`config.mk`:
```
export PLATFORM = sky130hd
export DESIGN_NAME = piso_serializer_flat
export DESIGN_NICKNAME = d
export VERILOG_FILES = /design/src/rtl/piso_serializer_if.sv /design/src/rtl/piso_serializer.sv /design/src/flat_wrapper.sv
export SDC_FILE = /design/constraint.sdc
export NUM_CORES = 1
export LEC_CHECK = 0
export CAP_MARGIN = 20
export CORE_MARGIN = 4
export CORE_UTILIZATION = 40
export DETAILED_ROUTE_END_ITERATION = 6
export MAX_ROUTING_LAYER = met4
export PLACE_DENSITY = 0.79
export SYNTH_ARGS = -nofsm -noshare
export SYNTH_HDL_FRONTEND = slang
export SYNTH_SLANG_ARGS = --single-unit
```
`constraint.sdc`:
```
create_clock -name clk -period 1.98 [get_ports clk]
set_input_delay 0.297 -clock clk [delete_from_list [all_inputs] [get_ports clk]]
set_output_delay 0.297 -clock clk [all_outputs]
set_load 0.03 [all_outputs]
```
`src/rtl/piso_serializer_if.sv`:
```
`default_nettype none
// ============================================================================
// Module   : piso_serializer_if
// Purpose  : Bundles the piso_serializer word handshake and its serial output.
//            slave  - the serializer (accepts words, drives the bitstream)
//            master - the word producer / bitstream consumer
// Signals  : din        parallel word (WIDTH bits)
//            din_valid  din holds a valid word
//            din_ready  serializer can take a word this cycle
//            x          serial data bit
//            x_valid    x carries a valid bit this cycle
//            busy       a word is being shifted out
// Revision : 1.0 - initial release
// ============================================================================
interface piso_serializer_if #(
  parameter int WIDTH = 8
);
  logic [WIDTH-1:0] din;
  logic             din_valid;
  logic             din_ready;
  logic             x;
  logic             x_valid;
  logic             busy;

  modport slave (
    input  din,
    input  din_valid,
    output din_ready,
    output x,
    output x_valid,
    output busy
  );

  modport master (
    output din,
    output din_valid,
    input  din_ready,
    input  x,
    input  x_valid,
    input  busy
  );
endinterface
`default_nettype wire

```
`src/rtl/piso_serializer.sv`:
```
`default_nettype none
// ============================================================================
// Module   : piso_serializer
// Purpose  : Parallel-in/serial-out stage. Takes a WIDTH-bit word over a
//            valid/ready handshake and emits it one bit per clock on x,
//            flagged by x_valid. Words may follow back-to-back with no gap.
// Ports    : clk  - rising-edge clock
//            rst  - asynchronous reset, active low (0 = reset)
//            bus  - piso_serializer_if.slave (din, din_valid, din_ready,
//                   x, x_valid, busy)
// Options  : SER_LSB_FIRST_EN - when defined, words leave LSB first
//            (shift right); otherwise MSB first (shift left).
// Revision : 1.0 - initial release
// ============================================================================
module piso_serializer #(
  parameter int WIDTH = 8,
  parameter int CNT_W = 3
) (
  input  wire                   clk,
  input  wire                   rst,
  piso_serializer_if.slave      bus
);

  typedef enum logic [0:0] {
    S_IDLE  = 1'b0,
    S_SHIFT = 1'b1
  } state_t;

  localparam logic [CNT_W-1:0] C_LAST = CNT_W'(WIDTH - 1);

  state_t           r_state;
  logic [WIDTH-1:0] r_sreg;
  logic [CNT_W-1:0] r_cnt;
  logic             r_x;
  logic             r_x_valid;

  logic w_last;
  logic w_ready;
  logic w_accept;
  logic w_first_bit;

  assign w_last  = (r_cnt == C_LAST);

  // Ready in IDLE, or during the last bit of a word so the next word can
  // follow without a gap. Gated by rst so nothing is offered in reset.
  assign w_ready  = rst && ((r_state == S_IDLE) ||
                            ((r_state == S_SHIFT) && w_last));
  assign w_accept = w_ready && bus.din_valid;

`ifdef SER_LSB_FIRST_EN
  assign w_first_bit = bus.din[0];
`else
  assign w_first_bit = bus.din[WIDTH-1];
`endif

  always_ff @(posedge clk or negedge rst) begin
    if (!rst) begin
      r_state   <= S_IDLE;
      r_sreg    <= '0;
      r_cnt     <= '0;
      r_x       <= 1'b0;
      r_x_valid <= 1'b0;
    end else begin
      case (r_state)
        S_IDLE: begin
          if (w_accept) begin
            r_sreg    <= bus.din;
            r_x       <= w_first_bit;
            r_x_valid <= 1'b1;
            r_cnt     <= '0;
            r_state   <= S_SHIFT;
          end else begin
            r_x       <= 1'b0;
            r_x_valid <= 1'b0;
          end
        end

        S_SHIFT: begin
          if (w_last) begin
            if (w_accept) begin
              // Reload in the same edge: next word's first bit follows
              // the previous word's last bit directly.
              r_sreg    <= bus.din;
              r_x       <= w_first_bit;
              r_x_valid <= 1'b1;
              r_cnt     <= '0;
            end else begin
              r_x       <= 1'b0;
              r_x_valid <= 1'b0;
              r_cnt     <= '0;
              r_state   <= S_IDLE;
            end
          end else begin
            // x already shows the bit at the output end; present the next.
`ifdef SER_LSB_FIRST_EN
            r_sreg <= r_sreg >> 1;
            r_x    <= r_sreg[1];
`else
            r_sreg <= r_sreg << 1;
            r_x    <= r_sreg[WIDTH-2];
`endif
            r_x_valid <= 1'b1;
            r_cnt     <= r_cnt + CNT_W'(1);
          end
        end

        default: begin
          r_state   <= S_IDLE;
          r_cnt     <= '0;
          r_x       <= 1'b0;
          r_x_valid <= 1'b0;
        end
      endcase
    end
  end

  assign bus.din_ready = w_ready;
  assign bus.x         = r_x;
  assign bus.x_valid   = r_x_valid;
  assign bus.busy      = (r_state == S_SHIFT);

endmodule
`default_nettype wire

```
`src/flat_wrapper.sv`:
```
// flat-port wrapper written by rule: the top's interface ports become plain ports
module piso_serializer_flat 
#(
  parameter int WIDTH = 8,
  parameter int CNT_W = 3
)
  (clk, rst, bus_din, bus_din_valid, bus_din_ready, bus_x, bus_x_valid, bus_busy);
  piso_serializer_if #(.WIDTH(WIDTH)) bus_i ();
  input  wire clk;
  input  wire rst;
  input wire logic [$bits(bus_i.din)-1:0] bus_din;
  input wire logic [$bits(bus_i.din_valid)-1:0] bus_din_valid;
  output wire logic [$bits(bus_i.din_ready)-1:0] bus_din_ready;
  output wire logic [$bits(bus_i.x)-1:0] bus_x;
  output wire logic [$bits(bus_i.x_valid)-1:0] bus_x_valid;
  output wire logic [$bits(bus_i.busy)-1:0] bus_busy;
  assign bus_i.din = bus_din;
  assign bus_i.din_valid = bus_din_valid;
  assign bus_din_ready = bus_i.din_ready;
  assign bus_x = bus_i.x;
  assign bus_x_valid = bus_i.x_valid;
  assign bus_busy = bus_i.busy;
  piso_serializer #(.WIDTH(WIDTH), .CNT_W(CNT_W)) u_core (.clk(clk), .rst(rst), .bus(bus_i));
endmodule
```
Yosys cells after proc, flatten, opt, wreduce, memory -nomap -nowiden
Cells that the tools add are included.
{"block": "totals", "input_bits": 11, "reg_bits": 13}
{"block": "classes", "bitwise": 1, "muxes": 12, "addsub": 1, "n_eq_ne": 2, "reduce_logical": 4}
{"operator": "8-bit 2-to-1 mux", "count": 2}
{"operator": "8-bit one-hot mux with 2 select lines", "count": 1}
{"operator": "3-bit 2-to-1 mux", "count": 2}
{"operator": "3-bit one-hot mux with 2 select lines", "count": 1}
{"operator": "1-bit 2-to-1 mux", "count": 4}
{"operator": "1-bit one-hot mux with 2 select lines", "count": 2}
{"operator": "3-bit by 1-bit adder with 3-bit output, second input constant", "count": 1}
{"operator": "3-bit equality test, second input constant", "count": 1}
{"operator": "1-bit logical AND", "count": 3}
{"operator": "2-bit by 1-bit != test with 1-bit output, second input constant", "count": 1}
{"operator": "1-bit logical OR", "count": 1}
{"operator": "1-bit NOT", "count": 1}

Logic depth before layout (Yosys ltp)
Gate-level depths: netlist of the first run.
{"block": "depth", "ltp_word": 8, "mapped_depth": 6, "mapped_depth_nobuf": 5}

Worst setup path before layout of the first run
No wires, ideal clock.
{"block": "synth_path", "path_type": "register to output", "start": "register u_core.r_cnt[0]", "end": "output bus_din_ready", "setup_slack_ns": 0.331, "arrival_time_ns": 1.352, "path_stages_with_launch": 6, "path_buffers": 1, "path_cell_list": "dfrtp_1 ha_1 ha_1 and2b_4 buf_6 nor2b_1"}
{"block": "synth_via", "elab_chain_len": 4}
{"element": "from (decl)", "line": "piso_serializer.sv:33", "rtl": "logic [CNT_W-1:0] r_cnt;"}
{"element": "from (signal assigned)", "line": "piso_serializer.sv:103", "rtl": "r_cnt <= r_cnt + CNT_W'(1);"}
{"element": "3-bit equality test", "line": "piso_serializer.sv:42", "rtl": "assign w_last = (r_cnt == C_LAST);"}
{"element": "1-bit logical AND", "line": "piso_serializer.sv:47", "rtl": "((r_state == S_SHIFT) && w_last));"}
{"element": "1-bit logical OR", "line": "piso_serializer.sv:46", "rtl": "assign w_ready = rst && ((r_state == S_IDLE) ||"}
{"element": "1-bit logical AND", "line": "piso_serializer.sv:46"}
{"element": "to (decl)", "line": "flat_wrapper.sv:13", "rtl": "output wire logic [$bits(bus_i.din_ready)-1:0] bus_din_ready;"}
No other way between the ends.

Worst setup path after layout of the first run
Same ends and word-level chain as after synthesis.

==> results of run 1 <==
## kinds of logic after synthesis
logic type,count (synthesis)
adder cells (fa/ha/maj),2
buffers and inverters,3
multiplexers,1
AND/OR/NAND/NOR,15
AO/OA/AOI/OAI,11
flip-flops,12
## worst register-to-register path, stage by stage (launching register included)
cell	delay [ns]
dfrtp_1	0.39
ha_1	0.20
ha_1	0.17
and2b_4	0.33
nor2_2	0.12
a221o_1	0.36
## metal layers
layer  vias up  global-route usage
met5         -                   -
met4         0              0.0702
met3         2              0.0478
met2         9               0.164
met1       182               0.151
li1        193                   -
## cell usage after synthesis (2+ instances only)
cell,count
a221o_1,6
ha_1,2
dfrtp_1,12
nor2_2,2
a22o_1,2
o21ai_0,2
nand2_1,2
and2_1,7
## final cells by class
type / instances / area (µm²) / share of cell area
Sequential cell: 12 / 300 / 0.409
Multi-Input combinational cell: 29 / 223 / 0.303
Timing Repair Buffer: 16 / 153 / 0.208
Clock buffer: 4 / 36.3 / 0.0494
Tap cell: 15 / 18.8 / 0.0256
Inverter: 1 / 3.75 / 0.00511
## layout by cell type (no fill, tap or decap), types with 2 or more instances in the layout
master and instances:
clkdlybuf4s50_1 13, dfrtp_1 12, and2_1 7, a221o_1 6, clkbuf_4 3, buf_4 3, nand2_1 2, nor2_2 2
a22o_1 2, o21ai_0 2, ha_1 2
## state kept, by name, indices dropped and copies added, names as in the netlist
signal,flops
u_core.r_cnt,3
u_core.bus.busy,1
u_core.bus.x,1
u_core.r_sreg,7
## power by group through the flow
stage,clock [µW],combinational [µW],sequential [µW]
finish,198,439,390
CTS,203,446,391
global route,211,479,403
floorplan,0,315,415
detailed placement,0,445,395
global placement,0,433,393
## through the flow
step           power [µW]  hold slack (ns)
2_1_floorplan         730          0.00141
3_3_place_gp          826            0.488
3_5_place_dp          840            0.492
4_1_cts              1040            0.273
5_1_grt              1090            0.302
6_report             1030            0.275
## final timing paths
check,cells past startpoint,from,endpoint,slack (ns)
worst min-delay path,1,rst,u_core.r_sreg[5],0.28
worst min register to register,1,u_core.r_sreg[2],u_core.r_sreg[2],0.51
max in group asynchronous,2,rst,u_core.r_cnt[0],1.33
worst max-delay path,5,u_core.r_cnt[0],bus_din_ready,0.09
worst max register to register,5,u_core.r_cnt[0],u_core.r_sreg[1],0.30
min in group clk,1,u_core.r_sreg[2],u_core.r_sreg[2],0.51
==> summary.md, run 1 <==
| Metric | Value |
|---|---|
| Critical path's largest stage delay | 0.39 ns |
| Unique masters post-synth | 17 |
| CTS tree | yes |
| Placement Setup Slack | 0.217 ns |
| Final design utilization | 0.572 |
| Ant diodes | 0 |
| Reg clk slew, reported paths | 0.08 ns |
| Synth Area per Inst | 12.4 µm² |
| Mapped Cells | 44 |
| Worst clock skew | 0.00435 ns |
| P_leak | 0.000343 µW |
| Relative slew margins | 0.783 |
| Post-Synth XOR/XNOR Area | 0 |
| Core ar. | 1280 µm² |
| PD cells | 1400 nW/µm² |
| Top cell by count, worst path | ha_1 |
| Hold buffers post-CTS | 0 |
| Multiplexer share of the synthesized area | 0.0206 |
| Overflow after GRT | 0 |
| GP Congestion | 0.686 |
| DR iter-0 viols | 11 |
| Worst IR drop on VDD | 0.514 mV |
| Flop pwr share | 0.380 |
| Complex-gate fraction of the synthesized area | 0.174 |
| Synth area leaders | dfrtp_1 (55%), a221o_1 (11%), and2_1 (8.0%) |
| Fin area | 734 µm² |
| Initial antenna violation count | 0 |
| Post-synth ARST share | 1.00 |
| Vias/cell | 5.01 |
| Die ar. | 2020 µm² |
| Arrival time of the worst setup path | 1.59 ns |
| Pin count of the biggest net entering global routing | 15 |
| Combinational share of power | 0.428 |
| Worst-margin pin slew | 0.325 ns |
| Clock power share | 0.193 |
| DR WL met2 | 454 µm |
| CTS Buf Count | 3 |
| Placed Area | 698 µm² |
| Setup tns final | 0 ns |
| Post-layout nets | 76 |
| Max Used Layer | met4 |
| Via count | 386 |
| Int Power | 667 µW |
| Post-CTS Setup Inserts | 0 |
| DRC violations left | 0 |
| 1st-pass router iterations | 3 |
| DP Cell Count | 73 |
| Post-cts sizing count | 0 |
| Fill count | 110 |
| Yosys warnings | 0 |
| Max-cap violation count | 0 |
| Type of element capturing the critical path | output port |
| Area Growth Syn to Fin | 34.6% |
| Clock sinks | 12 |
| Top achievable clock speed | 529 MHz |
| Slew Limit Fails | 0 |
| Crit-path cells | ha_1, ha_1, and2b_4, nor2b_1, buf_4 |
| Critical path launch point type | flop |
| Met3 WL | 53 µm |
| NetSw | 359 µW |
| Wl on met1 | 497 µm |
| Adder-cell share of the synthesized area | 0.0459 |
| Starting density of the core | 0.425 |
| Setup CP Type | reg2out |
| First-pass GRT wire length | 1.64 mm |
| CP Data Required Time | 1.68 ns |
| Post-Route WL | 1.02 mm |
| Fin crit share | 0.956 |
| Rows | 13 |
| CP top delay family | simple AND/OR/NAND/NOR gates |
| Die Width | 44.9 µm |
| Setup-failing EPs final | 0 |
| Syn_nets | 57 |
| Status | finished, final reports clean |
| Register area share after synthesis | 0.550 |
| Dpl hpwl | 756 µm |
| Max clock buf depth | 2 |
| Most used DFF post-synth | dfrtp_1 |
| PnR worst setup slack | 0.0880 ns |
| Largest family of logic cells by synthesized area | compound AO/OA/AOI/OAI gates |
| Simple-gate share of the synthesized area | 0.167 |
| Die H | 44.9 µm |
| I/O Pins | 15 |
| Post-synth EDFFs | 0 |
| Final ANT Viol Nets | 0 |
| Syn Std Cell Area | 546 µm² |
| Final Non-Filler Cells | 77 |
| Share of cells above drive strength 1 | 0.177 |
| Seq cells post-synth | 12 |
| Critical Path Fanout Max | 14 |
| DR WL/cell | 13.2 µm |
| CTS HTree Levels | 1 |
| Final min period | 1.89 ns |
| # port buffers | 14 |
| Final hold viol count | 0 |
| WP buf/inv | 1 |
| Top-area cell type share of the netlist area | 0.550 |
| Worst-skew pair later-pin latency | 0.27 ns |
| Switching Fraction | 0.350 |
| RSZ-0062 raised after global routing | no |
| Root Driver | clkbuf_4 |
| Worst min-delay path class | in2async |
| Total track usage | 0.121 |
| Vias in the first global route | 374 |
| Crit-path slowest cell | dfrtp_1 |
| Synth area leader | dfrtp_1 |
Note: power is estimated with default switching activity, not from simulation.
==> inputs of run 2 (changes only) <==
GPL_TIMING_DRIVEN = 0   (was default)
==> run 2 against run 1 <==
  * Worst setup slack lost 0.010 ns
  * Critical path depth is the same
  * Power grew 2.1%
  * Count of clock-buffer cells in the layout is the same
  * Clock power is essentially flat
  * Cell count is the same
  * Fmax shrank 0.52%
  * Clock skew shrank 0.00059 ns
  * Register-to-register slack lost 0.02 ns
  * Hold slack gained 0.12 ns
  * Sequential share of layout area is the same
  * Via count shrank 0.78%
  * Critical path type unchanged
  * Critical endpoint unchanged
  * Largest power group unchanged
==> summary.md, run 2 (synthesis gave the netlist of run 1 again) <==
| Metric | Value |
|---|---|
| CTS Buf Count | 3 (unchanged) |
| Dpl hpwl | 690 µm (-8.7%) |
| Hold buffers post-CTS | 0 (unchanged) |
| Core ar. | 1280 µm² (unchanged) |
| # port buffers | 14 (unchanged) |
| Worst clock skew | 0.00376 ns (-0.000586 ns) |
| Die H | 44.9 µm (unchanged) |
| Fin crit share | 0.961 (+0.00503) |
| Commonest cells after routing, fill and taps aside | clkdlybuf4s50_1 (13), dfrtp_1 (12), and2_1 (7) |
| Max reg flops | 7 (unchanged) |
| PnR worst setup slack | 0.0781 ns (-0.00996 ns) |
| Slew Limit Fails | 0 (unchanged) |
| Type of element capturing the critical path | output port |
| Max-cap violation count | 0 (unchanged) |
| I/O Pins | 15 (unchanged) |
| Final min period | 1.90 ns (+0.00996 ns) |
| Root Driver | clkbuf_4 |
| Worst R2R Path Depth | 5 (unchanged) |
| Worst-margin pin slew | 0.593 ns (+0.269 ns) |
| Worst IR drop on VDD | 0.591 mV (+15%) |
| Largest registers | u_core.r_sreg: 7 flops, u_core.r_cnt: 3 flops |
| NetSw | 360 µW (+0.19%) |
| Top achievable clock speed | 526 MHz (-0.52%) |
| Total track usage | 0.107 (-0.0143) |
| Combinational share of power | 0.444 (+0.016) |
| DR iter-0 viols | 5 (-6) |
| RSZ-0062 raised after global routing | no |
| Status | finished, final reports clean |
| Critical Path Fanout Max | 14 (unchanged) |
| Share of cells above drive strength 1 | 0.177 (unchanged) |
| Final hold viol count | 0 (unchanged) |
| Rows | 13 (unchanged) |
| Clock sinks | 12 (unchanged) |
| Post-layout nets | 76 (unchanged) |
| P_leak | 0.000343 µW (-0.11%) |
| Arrival time of the worst setup path | 1.60 ns (about the same) |
| DRC violations left | 0 (unchanged) |
| Setup CP Type | reg2out |
| Commonest non-fill, non-tap cell in the layout | clkdlybuf4s50_1 |
| GP Congestion | 0.686 (about the same) |
| Placement Setup Slack | -0.392 ns (-0.609 ns) |
| Pin count of the biggest net entering global routing | 16 (+1) |
| Setup tns final | 0 ns (unchanged) |
| Setup-failing EPs final | 0 (unchanged) |
| Int Power | 688 µW (+3.1%) |
| CP Data Required Time | 1.68 ns (about the same) |
| Worst-skew pair later-pin latency | 0.27 ns (about the same) |
| Reg clk slew, reported paths | 0.08 ns (about the same) |
| CTS tree | yes |
| Vias in the first global route | 327 (-13%) |
| Post-Route WL | 959 µm (-5.8%) |
| Switching Fraction | 0.344 (-0.00640) |
| Ant diodes | 0 (unchanged) |
| 1st-pass router iterations | 4 (+1) |
| Via count | 383 (-0.78%) |
| Critical path launch point type | flop |
| Final ANT Viol Nets | 0 (unchanged) |
| Largest reg by FF count | u_core.r_sreg |
| Flop pwr share | 0.368 (-0.012) |
| Initial antenna violation count | 0 (unchanged) |
| PD cells | 1430 nW/µm² (+2.1%) |
| Max clock buf depth | 2 (unchanged) |
| Die ar. | 2020 µm² (unchanged) |
| Vias/cell | 4.97 (-0.78%) |
| Total power | 1050 µW (+2.1%) |
| Worst min-delay path class | in2async |
| Die Width | 44.9 µm (unchanged) |
| Clock power share | 0.188 (-0.005) |
| Area Growth Syn to Fin | 34.6% (unchanged) |
| CTS HTree Levels | 1 (unchanged) |
| DP Cell Count | 73 (unchanged) |
| DR WL/cell | 12.5 µm (-5.8%) |
| Relative slew margins | 0.603 (-0.180) |
| Starting density of the core | 0.425 (unchanged) |
| Overflow after GRT | 0 (unchanged) |
| First-pass GRT wire length | 1.46 mm (-11%) |
| Final Non-Filler Cells | 77 (unchanged) |
run 2: cell counts in the layout (fill, tap and decap cells not counted):
Identical to the previous run, type by type.
run 2: layout make-up:
cell class	count	area, µm²
fillers	117	551
plain buffers	1	7.51
well taps	15	18.8
repair buffers	15	145
multi-input cells	29	223
flip-flops and latches	12	300
inverters	1	3.75
clock buffers	4	36.3
run 2: metal layers:
metal | vias to the layer above | wire (µm) | GRT usage | part of all wire
li1 | 199 | - | - | -
met1 | 175 | 488 | 0.146 | 0.51
met2 | 7 | 416 | 0.130 | 0.43
met3 | 2 | 45 | 0.0239 | 0.047
met4 | 0 | 9 | 0.0877 | 0.0094
met5 | - | 0 | - | 0
run 2: what timing repair did:
action,4_1_cts,5_1_grt
setup buffers,1,0
setup endpoints to repair,1,0
resized for setup,6,0
run 2: worst paths after layout:
check	from	to	slack [ns]
worst max register to register	u_core.r_cnt[0]	u_core.r_sreg[1]	0.28
worst min-delay path	rst	u_core.r_cnt[1]	0.39
worst min register to register	u_core.r_sreg[4]	u_core.r_sreg[4]	0.51
max in group asynchronous	rst	u_core.r_sreg[1]	1.20
worst max-delay path	u_core.r_cnt[0]	bus_din_ready	0.08
min in group clk	u_core.r_sreg[4]	u_core.r_sreg[4]	0.51
run 2: through the flow:
step	hold WS, ns	area, µm²	utilization
finish	0.393	734	0.572
global route	0.443	734	0.572
CTS	0.414	734	0.572
detailed placement	0.488	704	0.548
global placement	0.488	704	0.548
floorplan	0.00141	546	-
run 2: power by group through the flow:
stage                     registers (µW)  clock network [µW]  logic (µW)
after floorplan                      415                   0         315
after CTS                            388                 204         471
final                                385                 197         466
after global routing                 398                 210         501
after detailed placement             394                   0         485
after global placement               390                   0         477
run 2: critical path, cell delays in order (launching register included):
cell     delay, ns
dfrtp_1       0.39
ha_1          0.21
ha_1          0.17
and2b_4       0.33
nor2b_1       0.07
buf_4         0.17
==> inputs of run 3 (changes only) <==
CORE_MARGIN = 3   (was 4)
==> run 3 against run 2 <==
  * Non-clock buffer count is 1 higher
  * Sequential share of layout area shrank 0.35 points
  * Sequential cell count unchanged
  * Hold slack worse by 0.0072 ns
  * Critical path type is now in2out
  * Critical endpoint unchanged
  * Largest cell class unchanged
  * Largest power group unchanged
==> summary.md, run 3 (synthesis gave the netlist of run 1 again) <==
| Metric | Value |
|---|---|
| Status | finished, final reports clean |
| Max clock buf depth | 2 (unchanged) |
| PnR worst setup slack | 0.173 ns (+0.0945 ns) |
| CTS Buf Count | 3 (unchanged) |
| Setup CP Type | in2out |
| Ant diodes | 0 (unchanged) |
| Setup-failing EPs final | 0 (unchanged) |
| Root Driver | clkbuf_4 |
| Post-Route WL | 998 µm (+4.1%) |
| Overflow after GRT | 0 (unchanged) |
| Relative slew margins | 0.622 (+0.0193) |
| Placement Setup Slack | -0.338 ns (+0.0546 ns) |
| Final hold viol count | 0 (unchanged) |
| Commonest cells after routing, fill and taps aside | clkdlybuf4s50_1 (13), dfrtp_1 (12), and2_1 (7) |
| Vias in the first global route | 388 (+19%) |
| Wl on met1 | 475 µm (-2.7%) |
| Reg clk slew, reported paths | 0.07 ns (about the same) |
| CTS HTree Levels | 1 (unchanged) |
| Post-layout nets | 77 (+1.3%) |
| Max-cap violation count | 0 (unchanged) |
| Critical path launch point type | input port |
| Fill count | 110 (-6.0%) |
| Core ar. | 1190 µm² (-7.7%) |
| Slew Limit Fails | 0 (unchanged) |
| DRC violations left | 0 (unchanged) |
| Clock sinks | 12 (unchanged) |
| Pin count of the biggest net entering global routing | 16 (unchanged) |
| Largest registers | u_core.r_sreg: 7 flops, u_core.r_cnt: 3 flops |
| PD cells | 1440 nW/µm² (+1.1%) |
| Die ar. | 1840 µm² (-8.7%) |
| Multi-input gate area in the final layout | 223 µm² (unchanged) |
| Worst IR drop on VDD | 0.802 mV (+36%) |
| Worst min-delay path class | in2async |
| Final ANT Viol Nets | 0 (unchanged) |
| Hold buffers post-CTS | 0 (unchanged) |
| Commonest non-fill, non-tap cell in the layout | clkdlybuf4s50_1 |
| DR iter-0 viols | 5 (unchanged) |
| Max reg flops | 7 (unchanged) |
| Final design utilization | 0.624 (+0.0529) |
| Final min period | 1.81 ns (-0.0945 ns) |
| Placed Area | 703 µm² (-0.18%) |
| Fin area | 741 µm² (+0.85%) |
| Fin crit share | 0.913 (-0.0477) |
| Starting density of the core | 0.460 (+0.0354) |
| Vias/cell | 5.29 (+6.3%) |
| DR WL met2 | 418 µm (+0.48%) |
| Met3 WL | 84 µm (+87%) |
| Rows | 12 (-1) |
| Worst clock skew | 0.00633 ns (+0.00257 ns) |
| Largest reg by FF count | u_core.r_sreg |
| Type of element capturing the critical path | output port |
| P_leak | 0.000346 µW (+1.0%) |
| 1st-pass router iterations | 4 (unchanged) |
| Arrival time of the worst setup path | 1.51 ns (-0.09 ns) |
| Worst-margin pin slew | 0.565 ns (-0.0288 ns) |
| Die Width | 42.9 µm (-4.5%) |
| Total track usage | 0.137 (+0.0303) |
| Max Used Layer | met4 |
| I/O Pins | 15 (unchanged) |
| # port buffers | 14 (unchanged) |
| Via count | 407 (+6.3%) |
| Top achievable clock speed | 553 MHz (+5.2%) |
| Dpl hpwl | 759 µm (+9.9%) |
| Share of cells above drive strength 1 | 0.190 (+0.0131) |
| First-pass GRT wire length | 1.74 mm (+19%) |
| CP Data Required Time | 1.68 ns (about the same) |
| DR WL/cell | 13.0 µm (+4.1%) |
| Die H | 42.9 µm (-4.5%) |
| Seq. cell area | 300 µm² (unchanged) |
| CTS tree | yes |
| Area Growth Syn to Fin | 35.8% |
| Critical Path Fanout Max | 15 (+1) |
| RSZ-0062 raised after global routing | no |
| Worst-skew pair later-pin latency | 0.27 ns (about the same) |
| GP Congestion | 0.701 (+2.2%) |
| Initial antenna violation count | 0 (unchanged) |
[run 3: cell count changes in the layout (fill, tap and decap cells not counted), sizes merged]
cell,before,now
clkbuf,4,5
[run 3: worst paths after layout]
check	from	endpoint	slack, ns	cells past startpoint
min in group clk	u_core.r_sreg[2]	u_core.r_sreg[2]	0.51	1
hold reg to reg	u_core.r_sreg[2]	u_core.r_sreg[2]	0.51	1
setup / recovery	rst	bus_din_ready	0.17	3
max in group asynchronous	rst	u_core.r_cnt[0]	1.22	1
setup reg to reg	u_core.r_cnt[0]	u_core.r_sreg[6]	0.22	6
hold / removal	rst	u_core.r_cnt[2]	0.39	1
[run 3: per-layer routing]
metal,vias up,GRT usage
met5,-,-
met4,0,0.0542
met3,4,0.0763
met2,18,0.174
met1,186,0.179
li1,199,-
[run 3: final cells by class]
class	count	area share
tap	14	0.0236
multi-input combinational	29	0.301
buffer	1	0.0101
sequential	12	0.405
timing repair buffer	16	0.206
inverter	1	0.00507
clock buffer	4	0.0490
[run 3: power by group]
part / leakage (µW) / switching, µW / internal [µW] / total [µW]
Clock: 0.0000210 / 73.4 / 112 / 185
Sequential: 0.000154 / 48.2 / 337 / 385
Combinational: 0.000172 / 241 / 257 / 499
Total: 0.000346 / 363 / 706 / 1070
[run 3: per-stage QoR]
| stage | hold WS [ns] | instances | TNS, ns | total power (µW) |
|---|---|---|---|---|
| final | 0.386 | 77 | 0 | 1070 |
| after global routing | 0.421 | 77 | 0 | 1160 |
| after CTS | 0.392 | 76 | 0 | 1070 |
| after detailed placement | 0.490 | 72 | -0.338 | 888 |
| after global placement | 0.489 | 72 | -0.386 | 872 |
| after floorplan | 0.00141 | 44 | 0 | 730 |
[run 3: critical path, stage by stage]
cell and delay, ns:
clkdlybuf4s50_1 0.83, nor2b_1 0.19, clkbuf_4 0.19
[run 3: what timing repair did]
item / 4_1_cts / 5_1_grt
endpoints found under the setup margin: 1 / 1
pin swaps: 0 / 0
buffers inserted: 0 / 2
gates resized for setup: 5 / 1
